===== src/rtl/mini_alu_pkg.sv =====
// rtl/mini_alu_pkg.sv - shared types for the mini ALU sequencer, datapath and bench
package mini_alu_pkg;

  typedef enum logic [1:0] {
    IDLE = 2'd0,
    RUN  = 2'd1,
    STEP = 2'd2,
    HALT = 2'd3
  } st_e;

  typedef enum logic [1:0] {
    OP_LDLO = 2'd0,
    OP_LDHI = 2'd1,
    OP_ADD  = 2'd2,
    OP_SUB  = 2'd3
  } op_e;

  typedef struct packed {
    op_e        op;
    logic [1:0] x;
    logic [1:0] y;
    logic [1:0] z;
  } instr_t;

endpackage


===== src/rtl/mini_alu_sequencer_if.sv =====
// rtl/mini_alu_sequencer_if.sv - program load port and instruction issue port
interface mini_alu_sequencer_if #(
  parameter int DEPTH = 16
) ();
  localparam int PC_W = $clog2(DEPTH);

  logic            load_we;
  logic [PC_W-1:0] load_addr;
  logic [7:0]      load_data;
  logic [7:0]      instr;
  logic            exec_en;

  // host side: writes the program, watches issued instructions
  modport master (
    output load_we, load_addr, load_data,
    input  instr, exec_en
  );

  // sequencer side
  modport slave (
    input  load_we, load_addr, load_data,
    output instr, exec_en
  );
endinterface


===== src/rtl/mini_alu_prog_mem.sv =====
// rtl/mini_alu_prog_mem.sv - DEPTH x 8 instruction store, sync write, async read
module mini_alu_prog_mem #(
  parameter int DEPTH = 16,
  localparam int PC_W = $clog2(DEPTH)
) (
  input  logic            clk,
  input  logic            we,
  input  logic [PC_W-1:0] waddr,
  input  logic [7:0]      wdata,
  input  logic [PC_W-1:0] raddr,
  output logic [7:0]      rdata
);
  logic [7:0] mem [DEPTH];

  // write port; contents deliberately survive reset
  always_ff @(posedge clk) begin
    if (we) mem[waddr] <= wdata;
  end

  assign rdata = mem[raddr];
endmodule


===== src/rtl/mini_alu_sequencer.sv =====
// rtl/mini_alu_sequencer.sv - run/step/halt program sequencer for the mini ALU
import mini_alu_pkg::*;

module mini_alu_sequencer #(
  parameter int DEPTH = 16,
  parameter int RATE  = 12_000_000,
  localparam int PC_W = $clog2(DEPTH)
) (
  input  logic              clk,
  input  logic              rst,
  input  logic              start,
  input  logic              step,
  input  logic              abort,
  input  logic [PC_W:0]     prog_len,
  output logic [PC_W-1:0]   pc,
  output logic [1:0]        state,
  output logic              done,
  mini_alu_sequencer_if.slave bus
);
  localparam int CNT_W = (RATE > 1) ? $clog2(RATE) : 1;
  localparam logic [CNT_W-1:0] CNT_LAST  = CNT_W'(RATE - 1);
  localparam logic [PC_W:0]    DEPTH_LEN = (PC_W + 1)'(DEPTH);

  st_e              st_q, st_d;
  logic [PC_W-1:0]  pc_q, pc_d;
  instr_t           instr_q, instr_d;
  logic             exec_q, exec_d;
  logic             done_q, done_d;
  logic [CNT_W-1:0] cnt_q, cnt_d;
  logic             start_q, step_q;
  logic             issue;
  logic             mem_we;
  logic [7:0]       rd_data;
  logic [PC_W:0]    eff_len;
  logic [PC_W:0]    pc_inc;
  logic             start_rise, step_rise;

  assign start_rise = start & ~start_q;
  assign step_rise  = step & ~step_q;
  // 0 and anything beyond the memory both mean "run the whole memory"
  assign eff_len    = (prog_len == '0 || prog_len > DEPTH_LEN) ? DEPTH_LEN : prog_len;
  assign pc_inc     = {1'b0, pc_q} + (PC_W + 1)'(1);
  // the program may only change while nothing is being issued
  assign mem_we     = bus.load_we && (st_q == IDLE || st_q == HALT);

  mini_alu_prog_mem #(.DEPTH(DEPTH)) u_mem (
    .clk   (clk),
    .we    (mem_we),
    .waddr (bus.load_addr),
    .wdata (bus.load_data),
    .raddr (pc_q),
    .rdata (rd_data)
  );

  // next-state: abort wins, then start edge, then step edge, then the rate counter
  always_comb begin
    st_d    = st_q;
    pc_d    = pc_q;
    instr_d = instr_q;
    exec_d  = 1'b0;
    done_d  = done_q;
    cnt_d   = cnt_q;
    issue   = 1'b0;
    if (abort) begin
      st_d   = IDLE;
      pc_d   = '0;
      cnt_d  = '0;
      done_d = 1'b0;
    end else begin
      case (st_q)
        IDLE: begin
          if (start_rise) begin
            st_d  = RUN;
            pc_d  = '0;
            cnt_d = '0;
          end else if (step_rise) begin
            st_d  = STEP;
            issue = 1'b1;
          end
        end
        RUN: begin
          if (start_rise) begin
            pc_d  = '0;
            cnt_d = '0;
          end else if (step_rise) begin
            st_d = STEP;
          end else if (cnt_q == CNT_LAST) begin
            issue = 1'b1;
            cnt_d = '0;
          end else begin
            cnt_d = cnt_q + CNT_W'(1);
          end
        end
        STEP: begin
          if (start_rise) begin
            st_d  = RUN;
            cnt_d = '0;
          end else if (step_rise) begin
            issue = 1'b1;
          end
        end
        HALT: begin
          if (start_rise) begin
            st_d   = RUN;
            pc_d   = '0;
            cnt_d  = '0;
            done_d = 1'b0;
          end
        end
        default: st_d = IDLE;
      endcase
    end
    if (issue) begin
      instr_d = instr_t'(rd_data);
      exec_d  = 1'b1;
      if (pc_inc == eff_len) begin
        pc_d   = '0;
        st_d   = HALT;
        done_d = 1'b1;
      end else begin
        pc_d = pc_inc[PC_W-1:0];
      end
    end
  end

  // state register; edge-detect history resets high so a held button is not an edge
  always_ff @(posedge clk or posedge rst) begin
    if (rst) begin
      st_q    <= IDLE;
      pc_q    <= '0;
      instr_q <= instr_t'(8'h00);
      exec_q  <= 1'b0;
      done_q  <= 1'b0;
      cnt_q   <= '0;
      start_q <= 1'b1;
      step_q  <= 1'b1;
    end else begin
      st_q    <= st_d;
      pc_q    <= pc_d;
      instr_q <= instr_d;
      exec_q  <= exec_d;
      done_q  <= done_d;
      cnt_q   <= cnt_d;
      start_q <= start;
      step_q  <= step;
    end
  end

  assign pc          = pc_q;
  assign state       = st_q;
  assign done        = done_q;
  assign bus.instr   = instr_q;
  assign bus.exec_en = exec_q;
endmodule

===== src/flat_wrapper.sv =====
// flat-port wrapper written by rule: the top's interface ports become plain ports
module mini_alu_sequencer_flat 
#(
  parameter int DEPTH = 16,
  parameter int RATE  = 12_000_000,
  localparam int PC_W = $clog2(DEPTH)
)
  (clk, rst, start, step, abort, prog_len, pc, state, done, bus_load_we, bus_load_addr, bus_load_data, bus_instr, bus_exec_en);
  mini_alu_sequencer_if #(.DEPTH(DEPTH)) bus_i ();
  input  logic clk;
  input  logic rst;
  input  logic start;
  input  logic step;
  input  logic abort;
  input  logic [PC_W:0] prog_len;
  output logic [PC_W-1:0] pc;
  output logic [1:0] state;
  output logic done;
  input wire logic [$bits(bus_i.load_we)-1:0] bus_load_we;
  input wire logic [$bits(bus_i.load_addr)-1:0] bus_load_addr;
  input wire logic [$bits(bus_i.load_data)-1:0] bus_load_data;
  output wire logic [$bits(bus_i.instr)-1:0] bus_instr;
  output wire logic [$bits(bus_i.exec_en)-1:0] bus_exec_en;
  assign bus_i.load_we = bus_load_we;
  assign bus_i.load_addr = bus_load_addr;
  assign bus_i.load_data = bus_load_data;
  assign bus_instr = bus_i.instr;
  assign bus_exec_en = bus_i.exec_en;
  mini_alu_sequencer #(.DEPTH(DEPTH), .RATE(RATE)) u_core (.clk(clk), .rst(rst), .start(start), .step(step), .abort(abort), .prog_len(prog_len), .pc(pc), .state(state), .done(done), .bus(bus_i));
endmodule

===== config.mk =====
export PLATFORM = sky130hd
export DESIGN_NAME = mini_alu_sequencer_flat
export DESIGN_NICKNAME = d
export VERILOG_FILES = /design/src/rtl/mini_alu_pkg.sv /design/src/rtl/mini_alu_sequencer_if.sv /design/src/rtl/mini_alu_prog_mem.sv /design/src/rtl/mini_alu_sequencer.sv /design/src/flat_wrapper.sv
export SDC_FILE = /design/constraint.sdc
export NUM_CORES = 1
export LEC_CHECK = 0
export CORE_MARGIN = 2
export CORE_UTILIZATION = 35
export DETAILED_ROUTE_END_ITERATION = 6
export HOLD_SLACK_MARGIN = 0.06
export PLACE_DENSITY_LB_ADDON = 0.15
export SYNTH_ARGS = -nofsm -noshare
export SYNTH_HDL_FRONTEND = slang
export SYNTH_SLANG_ARGS = --single-unit

===== constraint.sdc =====
create_clock -name clk -period 2.32 [get_ports clk]
set_input_delay 0.232 -clock clk [delete_from_list [all_inputs] [get_ports clk]]
set_output_delay 0.232 -clock clk [all_outputs]
set_load 0.01 [all_outputs]

==> out/metrics.yaml, run 1 <==
outcome:
  status: "complete, but fails checks"
  violations: "setup timing"
yosys:
  syn_nets: 473
  ys_top_cells_by_area: "edfxtp_1 (53%), dfrtp_1 (14%), mux4_2 (12%), nor2_1 (1.9%), o21ai_0 (1.4%)"
  synthArstFlopShare_pct: 24.71
  yosysMostFrequentCell: "edfxtp_1"
  synth_area_leader_cell: "edfxtp_1"
  synth_top_area_share_pct: 53.20
  seq_area_frac_synth_pct: 67.79
  synthCells: 443
  synth.distinct_cells: 50
  synth_area_per_cell_um2: 16.31
  synth_edf_count: 128
  yosys_warnings: 0
  ys.flop_type: "edfxtp_1"
  syn_area_um2: 7224
  synth-seq-cells: 170
  synth_common_cells: "edfxtp_1 (128), dfrtp_1 (40), mux4_2 (40)"
worst_setup_path:
  path_cells: "or4bb_1 -> or4_4 -> buf_6 -> o21ai_4 -> clkbuf_16 -> a21oi_2 -> o21ai_1 -> o31ai_1"
  worstPathRequired_ps: 2620
  r2r-end: "u_core.cnt_q[16]"
  rr_worst_depth: 8
  max_stage_delay_ps: 530
  cp_data_arrival_time_ps: 2640
  r2r_slack_ps: -20
  start_kind: "flop"
  critPathKind: "flop to flop"
  worstReg2RegStart: "u_core.cnt_q[14]"
  worstPathMaxFanout: 4
  crit_path_top_delay_cell: "or4_4"
  cp-end-kind: "flop"
route:
  postRouteAntennaNets: 0
  first_pass_iters: 4
  drc: 0
  vias_per_cell: 4.996
  drtIter0Drc: 283
  wl_per_cell_um: 18.41
  routed_wl_um: 15260
  vias: 4142
layout:
  diodes: 0
  fin_nets: 576
  final_cells: 829
  areaGrowthSynthToFinish_pct: 25.87
  drive_gt1_share_pct: 28.98
power:
  leakage_nw: 3.170
  power_density_nw_per_um2: 767.3
  vdd_drop_max_mv: 0.4908
  p_total_w: 0.006978
place:
  place_ws_ps: -118.9
  place_congestion: 0.8025
  place_inst: 792
  dp_hpwl_um: 10460
  numPortBuffers: 38
sta:
  finalHoldViolations: 0
  slew_violations: 0
  worst_pin_slew_ps: 714.2
  tns_ps: -56.55
  min_period_ps: 2341
  whs_ps: 143.8
  grt_setup_unrepaired: "yes"
  setup_violations: 5
  fin_ws_ps: -20.72
  finClkSkew_ps: 17.65
  max_freq_mhz: 427.2
  relSlewSlack_pct: 52.09
  min_period_over_period_pct: 100.9
grt:
  grt-ovfl-total: 0
  grt_pass1_vias: 4354
  grt_pass1_wl_um: 24210
  grt_max_degree: 36
  antenna_found_initial: 1
  grt_util_all_layers_pct: 14.70
clocking:
  clockBufferDepth: 2
  clk_pin_slew_ps: 70
  cts_buffers: 17
  clock-root-buffer: "clkbuf_16"
  cts.htree.levels: 4
  worstSkewPairLatency_ps: 430
  cts_tree: "yes"
  clock-sinks: 170
floorplanning:
  start_util_pct: 35.70
  die_w_um: 147.7
  pin_count: 39
  coreArea_um2: 20230
  die_area_um2: 21810
  die_h_um: 147.7
  num_rows: 52
job:
  drv_cap: 0
min_path:
  hp-class: "input pin to asynchronous set/reset pin"
==> flip-flops by register name, summed over array words and instances (netlist names) <==
name and flops:
u_core.u_mem.mem 128, u_core.bus.exec_en 1, u_core.start_q 1, u_core.pc 4
u_core.cnt_q 24, u_core.done 1, u_core.state 2, u_core.step_q 1
u_core.bus.instr 8
==> layer usage <==
layer	wire length, um	vias to the layer above	track usage [%]
met5	0	-	0
met4	148	0	4.038
li1	-	1947	-
met3	575	11	2.840
met1	6746	2121	19.45
met2	7792	63	24.95
==> cell type report <==
class | instances | area (um^2)
fillers | 1783 | 11140
flip-flops and latches | 170 | 4898
multi-input cells | 248 | 2275
repair buffers | 101 | 958.4
clock buffers | 17 | 425.4
well taps | 270 | 337.8
clock inverters | 15 | 168.9
inverters | 8 | 30.03
==> how the worst max path moves through the flow <==
stage / start / end / cells past startpoint
after floorplan: u_core.cnt_q[14] / u_core.bus.instr[0] / 6
after global placement: prog_len[1] / u_core.state[0] / 9
after detailed placement: prog_len[1] / u_core.state[0] / 10
after CTS: u_core.cnt_q[14] / u_core.bus.instr[5] / 6
after global routing: u_core.cnt_q[14] / u_core.cnt_q[16] / 8
final: u_core.cnt_q[14] / u_core.cnt_q[16] / 8
==> report_power, final <==
| part | leakage [nW] | internal, W | switching [W] |
|---|---|---|---|
| sequential | 1.71 | 0.00338 | 0.0000663 |
| clock | 0.291 | 0.00145 | 0.00135 |
| combinational | 1.16 | 0.000399 | 0.000335 |
==> cells in the final DEF (no fill, tap or decap), types with 3 or more instances in the layout <==
master           instances
edfxtp_1               128
buf_4                   54
mux4_2                  40
dfrtp_1                 39
clkdlybuf4s50_1         38
nor2_1                  37
nand2_1                 23
clkbuf_16               19
nand3_1                 11
xor2_1                  11
o21ai_0                 10
o21ai_1                  9
xnor2_1                  9
nand4_1                  8
nor2b_1                  7
nand2b_1                 6
inv_1                    6
ha_1                     6
o31ai_1                  5
a31oi_1                  5
nor3_1                   5
inv_8                    5
buf_12                   5
nand3b_1                 4
mux2_4                   4
mux2_2                   4
clkinv_8                 4
or3_1                    3
and3_1                   3
a21oi_1                  3
inv_6                    3
==> per-stage QoR <==
step | area (um^2) | utilization, %
after floorplan | 7241 | -
after global placement | 8372 | 41.37
after detailed placement | 8372 | 41.37
after CTS | 8966 | 44.31
after global routing | 9094 | 44.94
final | 9094 | 44.94
==> critical path: cells and delay by family, from the launching register on <==
family | cells | cell delay (ps)
buffers and inverters | 2 | 340
AND/OR/NAND/NOR | 2 | 1020
flip-flops | 1 | 370
AO/OA/AOI/OAI | 4 | 490
==> logic make-up after synthesis <==
logic type      after synthesis  synth area share, %
compound gates               47                4.105
xor+xnor                     20                2.425
fa+ha+maj                     7                1.212
buf+inv                      25                1.455
flops                       170                67.79
mux                          48                13.72
simple gates                126                9.300
==> timing repair <==
item                                    in CTS  in global routing
pin swaps                                    1                  4
hold endpoints to repair                     0                  0
setup buffers                                0                  3
gates cloned                                 0                  2
endpoints found under the setup margin       9                 42
resized for setup                            1                 24
hold buffers                                 0                  0
Note: power is estimated with default switching activity, not from simulation.
==> run 2: changes to the inputs <==
--- a/config.mk
+++ b/config.mk
@@ -8,8 +8,10 @@
 export CORE_MARGIN = 2
 export CORE_UTILIZATION = 35
 export DETAILED_ROUTE_END_ITERATION = 6
+export DONT_BUFFER_PORTS = 1
 export HOLD_SLACK_MARGIN = 0.06
 export PLACE_DENSITY_LB_ADDON = 0.15
+export SLEW_MARGIN = 20
 export SYNTH_ARGS = -nofsm -noshare
 export SYNTH_HDL_FRONTEND = slang
 export SYNTH_SLANG_ARGS = --single-unit
==> out/metrics.yaml, run 2 (same netlist as run 1, synthesis figures left out) <==
clocking:
  cts.htree.levels: 4  # unchanged
  cts_tree: "yes"
  clock-sinks: 170  # unchanged
  clockBufferDepth: 2  # unchanged
  worstSkewPairLatency_ps: 430  # about the same
  cts_buffers: 17  # unchanged
  clk_pin_slew_ps: 70  # about the same
  clock-root-buffer: "clkbuf_16"
power:
  leakage_nw: 2.989  # -5.7%
  pwr-share-comb_pct: 7.6  # -2.9 points
  p_int_w: 0.005064  # -3.2%
  vdd_drop_max_mv: 0.5198  # +5.9%
  p_seq_share_pct: 51.8  # +2.4 points
  pwr-share-clk_pct: 40.6  # +0.5 points
  switching_share_pct: 24.68  # -0.35 points
  p_total_w: 0.006724  # -3.6%
  power.switching_w: 0.001660  # -5.0%
  power_density_nw_per_um2: 776.4  # +1.2%
grt:
  grt_pass1_vias: 4238  # -2.7%
  grt_util_all_layers_pct: 14.37  # -0.33 points
  grt_pass1_wl_um: 23540  # -2.7%
  grt_max_degree: 36  # unchanged
  grt-ovfl-total: 0  # unchanged
  antenna_found_initial: 0  # -1
place:
  numPortBuffers: 0  # -100%
  dp_hpwl_um: 10270  # -1.8%
  place_congestion: 0.7775  # -3.1%
layout:
  final_common_cell: "edfxtp_1"
  largest-register: "u_core.u_mem.mem"
  fin_nets: 541  # -6.1%
  areaGrowthSynthToFinish_pct: 19.88
  drive_gt1_share_pct: 28.11  # -0.87 points
  diodes: 0  # unchanged
  final_cell_mix: "edfxtp_1 (128), buf_4 (49), mux4_2 (40)"
  largest_reg_flops: 128  # unchanged
floorplanning:
  die_w_um: 147.7  # unchanged
  start_util_pct: 35.70  # unchanged
  die_h_um: 147.7  # unchanged
  num_rows: 52  # unchanged
  pin_count: 39  # unchanged
  die_area_um2: 21810  # unchanged
  coreArea_um2: 20230  # unchanged
min_path:
  whs_endpoint: "u_core.cnt_q[6]"
  hp-class: "input pin to flop"
  min_path_cells: 4
  min-delay-start: "abort"
sta:
  slew_violations: 0  # unchanged
  relSlewSlack_pct: 43.99  # -8.1 points
  grt_setup_unrepaired: "yes"
  min_period_ps: 2404  # +62.84 ps
  max_freq_mhz: 416.1  # -2.6%
  finClkSkew_ps: 13.43  # -4.227 ps
  whs_ps: 119.3  # -24.46 ps
  worst_pin_slew_ps: 835.1  # +120.8 ps
  setup_violations: 4  # -1
  min_period_over_period_pct: 103.6  # +2.7 points
  fin_ws_ps: -83.56  # -62.84 ps
  finalHoldViolations: 0  # unchanged
worst_setup_path:
  max_stage_delay_ps: 530  # about the same
  cp-end-kind: "flop"
  worstPathRequired_ps: 2670  # +50 ps
  worstReg2RegStart: "u_core.cnt_q[8]"
  r2r-end: "u_core.state[0]"
  start_kind: "flop"
  r2r_slack_ps: -80  # -60 ps
  rr_worst_depth: 7  # -1
  worstPathMaxFanout: 3  # -1
  cp_data_arrival_time_ps: 2760  # +120 ps
  crit_top_cell: "or4_4"
  critPathKind: "flop to flop"
  crit_path_top_delay_cell: "or4_4"
  path_cells: "or4bb_1 -> or4_4 -> nor4_4 -> buf_4 -> nor2_2 -> or4_4 -> o21ai_2"
outcome:
  status: "complete, but fails checks"
  violations: "setup timing"
route:
  vias: 4045  # -2.3%
  vias_per_cell: 5.101  # +2.1%
  drc: 0  # unchanged
  postRouteAntennaNets: 0  # unchanged
  first_pass_iters: 4  # unchanged
  routed_wl_um: 14760  # -3.3%
  drtIter0Drc: 252  # -11%
  wl_per_cell_um: 18.61  # +1.1%
job:
  drv_cap: 0  # unchanged
[run 2: cell types whose count changed in the layout (fill, tap and decap cells not counted), sizes merged]
| cell | before | now |
|---|---|---|
| clkbuf | 19 | 17 |
| buf | 61 | 54 |
| dlygate4sd3 | 0 | 12 |
| clkdlybuf4s50 | 38 | 0 |
| clkinv | 8 | 5 |
| clkinvlp | 0 | 2 |
[run 2: metal layers]
metal / vias to the layer above / routed length, um / track usage (%)
met5: - / 0 / 0
met4: 0 / 211 / 4.567
met3: 18 / 568 / 3.426
met2: 76 / 7393 / 23.77
met1: 2078 / 6583 / 18.85
li1: 1873 / - / -
[run 2: worst max-delay path by stage]
stage | from | end
3_5_place_dp | u_core.cnt_q[14] | u_core.pc[2]
2_1_floorplan | u_core.cnt_q[14] | u_core.bus.instr[0]
4_1_cts | u_core.cnt_q[14] | u_core.state[0]
3_3_place_gp | u_core.cnt_q[14] | u_core.state[0]
6_report | u_core.cnt_q[8] | u_core.state[0]
5_1_grt | u_core.cnt_q[8] | u_core.state[0]
[run 2: critical path: cells and delay by family (launching register included)]
kind / cells / cell delay (ps)
AOI/OAI and AO/OA: 1 / 70
buffers and inverters: 1 / 160
DFF: 1 / 380
and+or+nand+nor: 5 / 1730
[run 2: area by class of cell]
type | instances | area (um^2)
inverters | 8 | 30.03
well taps | 270 | 337.8
clock buffers | 17 | 425.4
multi-input cells | 248 | 2246
repair buffers | 66 | 570.5
clock inverters | 14 | 152.6
flip-flops and latches | 170 | 4898
fillers | 1824 | 11570
[run 2: what timing repair did]
action,4_1_cts,5_1_grt
gates resized for setup,2,8
endpoints found under the hold margin,154,0
pin swaps,1,2
endpoints found under the setup margin,16,36
setup buffers,3,1
hold buffers,12,0
[run 2: per-stage QoR]
| step | worst slack [ps] | TNS [ps] | cells | cell area, um^2 | util (%) |
|---|---|---|---|---|---|
| floorplan | -13.18 | -52.73 | 443 | 7241 | - |
| detailed placement | -99.59 | -996.3 | 746 | 7906 | 39.07 |
| finish | -83.56 | -296.4 | 793 | 8661 | 42.80 |
| global route | -154.2 | -1867 | 793 | 8661 | 42.80 |
| global placement | -39.63 | -355.6 | 746 | 7906 | 39.07 |
| CTS | -98.86 | -349.3 | 792 | 8636 | 42.68 |
[run 2: power by group through the flow]
stage / Clock (W) / Sequential, W / Combinational, W
2_1_floorplan: 0 / 0.00352 / 0.000322
3_3_place_gp: 0 / 0.00355 / 0.000452
3_5_place_dp: 0 / 0.00355 / 0.000462
4_1_cts: 0.00281 / 0.00349 / 0.000515
5_1_grt: 0.00293 / 0.00350 / 0.000565
6_report: 0.00273 / 0.00348 / 0.000514
==> run 3: changes to the inputs <==
--- a/config.mk
+++ b/config.mk
@@ -6,11 +6,11 @@
 export NUM_CORES = 1
 export LEC_CHECK = 0
 export CORE_MARGIN = 2
-export CORE_UTILIZATION = 35
+export CORE_UTILIZATION = 43
 export DETAILED_ROUTE_END_ITERATION = 6
 export DONT_BUFFER_PORTS = 1
 export HOLD_SLACK_MARGIN = 0.06
-export PLACE_DENSITY_LB_ADDON = 0.15
+export PLACE_DENSITY = 0.7
 export SLEW_MARGIN = 20
 export SYNTH_ARGS = -nofsm -noshare
 export SYNTH_HDL_FRONTEND = slang
==> out/metrics.yaml, run 3 (same netlist as run 1, synthesis figures left out) <==
clocking:
  clockBufferDepth: 2  # unchanged
  clock-root-buffer: "clkbuf_16"
  cts.htree.levels: 4  # unchanged
  clock-sinks: 170  # unchanged
  worstSkewPairLatency_ps: 430  # about the same
  cts_buffers: 17  # unchanged
  cts_tree: "yes"
  clk_pin_slew_ps: 70  # about the same
power:
  p_int_w: 0.005019  # -0.90%
  p_seq_share_pct: 52.6  # +0.8 points
  vdd_drop_max_mv: 0.5762  # +11%
  pwr-share-clk_pct: 39.8  # -0.8 points
  power_density_nw_per_um2: 777.8  # +0.19%
  power.switching_w: 0.001592  # -4.1%
  switching_share_pct: 24.08  # -0.61 points
  leakage_nw: 2.927  # -2.1%
  pwr-share-comb_pct: 7.6  # about the same
grt:
  antenna_found_initial: 2  # +2
  grt_pass1_vias: 4255  # +0.40%
  grt_util_all_layers_pct: 17.49  # +3.1 points
  grt_pass1_wl_um: 23440  # -0.44%
  grt-ovfl-total: 0  # unchanged
  grt_max_degree: 36  # unchanged
layout:
  areaGrowthSynthToFinish_pct: 17.63
  final_common_cell: "edfxtp_1"
  final_cell_mix: "edfxtp_1 (128), buf_4 (42), mux4_2 (40)"
  drive_gt1_share_pct: 26.80  # -1.3 points
  final_util_pct: 51.43  # +8.6 points
  design_area_um2: 8498  # -1.9%
  largest-register: "u_core.u_mem.mem"
  largest_reg_flops: 128  # unchanged
  fin_nets: 532  # -1.7%
  nFillCells: 1324  # -27%
floorplanning:
  start_util_pct: 43.72  # +8.0 points
  die_area_um2: 17850  # -18%
  pin_count: 39  # unchanged
  die_w_um: 133.6  # -9.5%
  num_rows: 47  # -9.6%
  coreArea_um2: 16520  # -18%
  die_h_um: 133.6  # -9.5%
sta:
  setup_violations: 2  # -2
  worst_pin_slew_ps: 748.4  # -86.68 ps
  min_period_ps: 2326  # -77.36 ps
  slew_violations: 0  # unchanged
  whs_ps: 129.8  # +10.48 ps
  finClkSkew_ps: 11.85  # -1.573 ps
  grt_setup_unrepaired: "yes"
  fin_ws_ps: -6.198  # +77.36 ps
  max_freq_mhz: 429.9  # +3.3%
  finalHoldViolations: 0  # unchanged
  relSlewSlack_pct: 49.80  # +5.8 points
  min_period_over_period_pct: 100.3  # -3.3 points
route:
  first_pass_iters: 5  # +1
  drc: 0  # unchanged
  routed_wl_um: 14470  # -1.9%
  vias: 4118  # +1.8%
  postRouteAntennaNets: 0  # unchanged
  wl_per_cell_um: 19.61  # +5.4%
  vias_per_cell: 5.580  # +9.4%
  drtIter0Drc: 391  # +55%
worst_setup_path:
  critPathKind: "flop to flop"
  cp_data_arrival_time_ps: 2700  # -60 ps
  crit_path_top_delay_cell: "or4_4"
  cp-end-kind: "flop"
  max_stage_delay_ps: 530  # about the same
  cp_num_buf_inv: 0  # -1
  worstPathMaxFanout: 3  # unchanged
  path_cells: "or4bb_1 -> or4_4 -> nor4_4 -> nor2_1 -> or4_4 -> nand2_2"
  cp_top_family: "simple AND/OR/NAND/NOR gates"
  worstPathRequired_ps: 2690  # +20 ps
  crit_top_cell: "or4_4"
  start_kind: "flop"
place:
  place_congestion: 0.7853  # +1.0%
  place_ws_ps: -84.43  # +15.16 ps
  place_area_um2: 7806  # -1.3%
  dp_hpwl_um: 9648  # -6.1%
  numPortBuffers: 0  # unchanged
outcome:
  status: "complete, but fails checks"
  violations: "setup timing"
job:
  drv_cap: 0  # unchanged
min_path:
  hp-class: "input pin to flop"
[run 3: changes by cell type in the layout (fill, tap and decap cells not counted), sizes merged]
cell and change:
buf -9, clkbuf +2, clkinv +1, clkinvlp -1, diode +3, inv -1
[run 3: worst reg2reg max path, cell delays in order (launching register included)]
cell and delay [ps]:
dfrtp_1 370, or4bb_1 500, or4_4 530, nor4_4 190
nor2_1 90, or4_4 510, nand2_2 80
[run 3: what timing repair did]
action | 4_1_cts | 5_1_grt
hold buffers | 12 | 0
gates resized for setup | 1 | 4
pin swaps | 1 | 2
setup buffers | 0 | 0
hold endpoints to repair | 149 | 0
setup endpoints to repair | 9 | 27
[run 3: cell type report]
type | instances | area (um^2) | area share, %
Antenna cell | 3 | 7.507 | 0.08834
Clock buffer | 19 | 432.9 | 5.094
Clock inverter | 13 | 110.1 | 1.296
Inverter | 8 | 30.03 | 0.3534
Multi-Input combinational cell | 248 | 2248 | 26.46
Sequential cell | 170 | 4898 | 57.64
Tap cell | 220 | 275.3 | 3.239
Timing Repair Buffer | 57 | 495.5 | 5.830
[run 3: power by group through the flow]
stage          logic (W)  registers, W  clock network, W
2_1_floorplan   0.000322       0.00352                 0
3_3_place_gp    0.000434       0.00354                 0
3_5_place_dp    0.000449       0.00355                 0
4_1_cts         0.000500       0.00348           0.00267
5_1_grt         0.000552       0.00349           0.00280
6_report        0.000500       0.00348           0.00263
[run 3: worst paths after layout]
path	cells after the start	slack, ps	from	to
hold reg to reg	1	520	u_core.cnt_q[17]	u_core.cnt_q[17]
setup / recovery	6	-6	u_core.cnt_q[8]	u_core.done
hold / removal	3	130	abort	u_core.cnt_q[6]
max in group asynchronous	3	1430	rst	u_core.pc[0]
setup reg to reg	6	-6	u_core.cnt_q[8]	u_core.done
min in group asynchronous	2	300	rst	u_core.cnt_q[13]
[run 3: per-layer routing]
layer,track usage (%),part of all wire (%),vias to the layer above
met3,6.088,7.1,21
li1,-,-,1859
met5,0,0,-
met4,5.319,1.3,0
met1,24.16,44,2098
met2,26.40,48,140
[run 3: through the flow]
step	TNS (ps)	total power, W	cells
CTS	-9.222	0.006654	735
finish	-6.997	0.006610	738
floorplan	-52.73	0.003837	443
global placement	-154.9	0.003975	691
global route	-803.9	0.006843	736
detailed placement	-582.6	0.003994	691
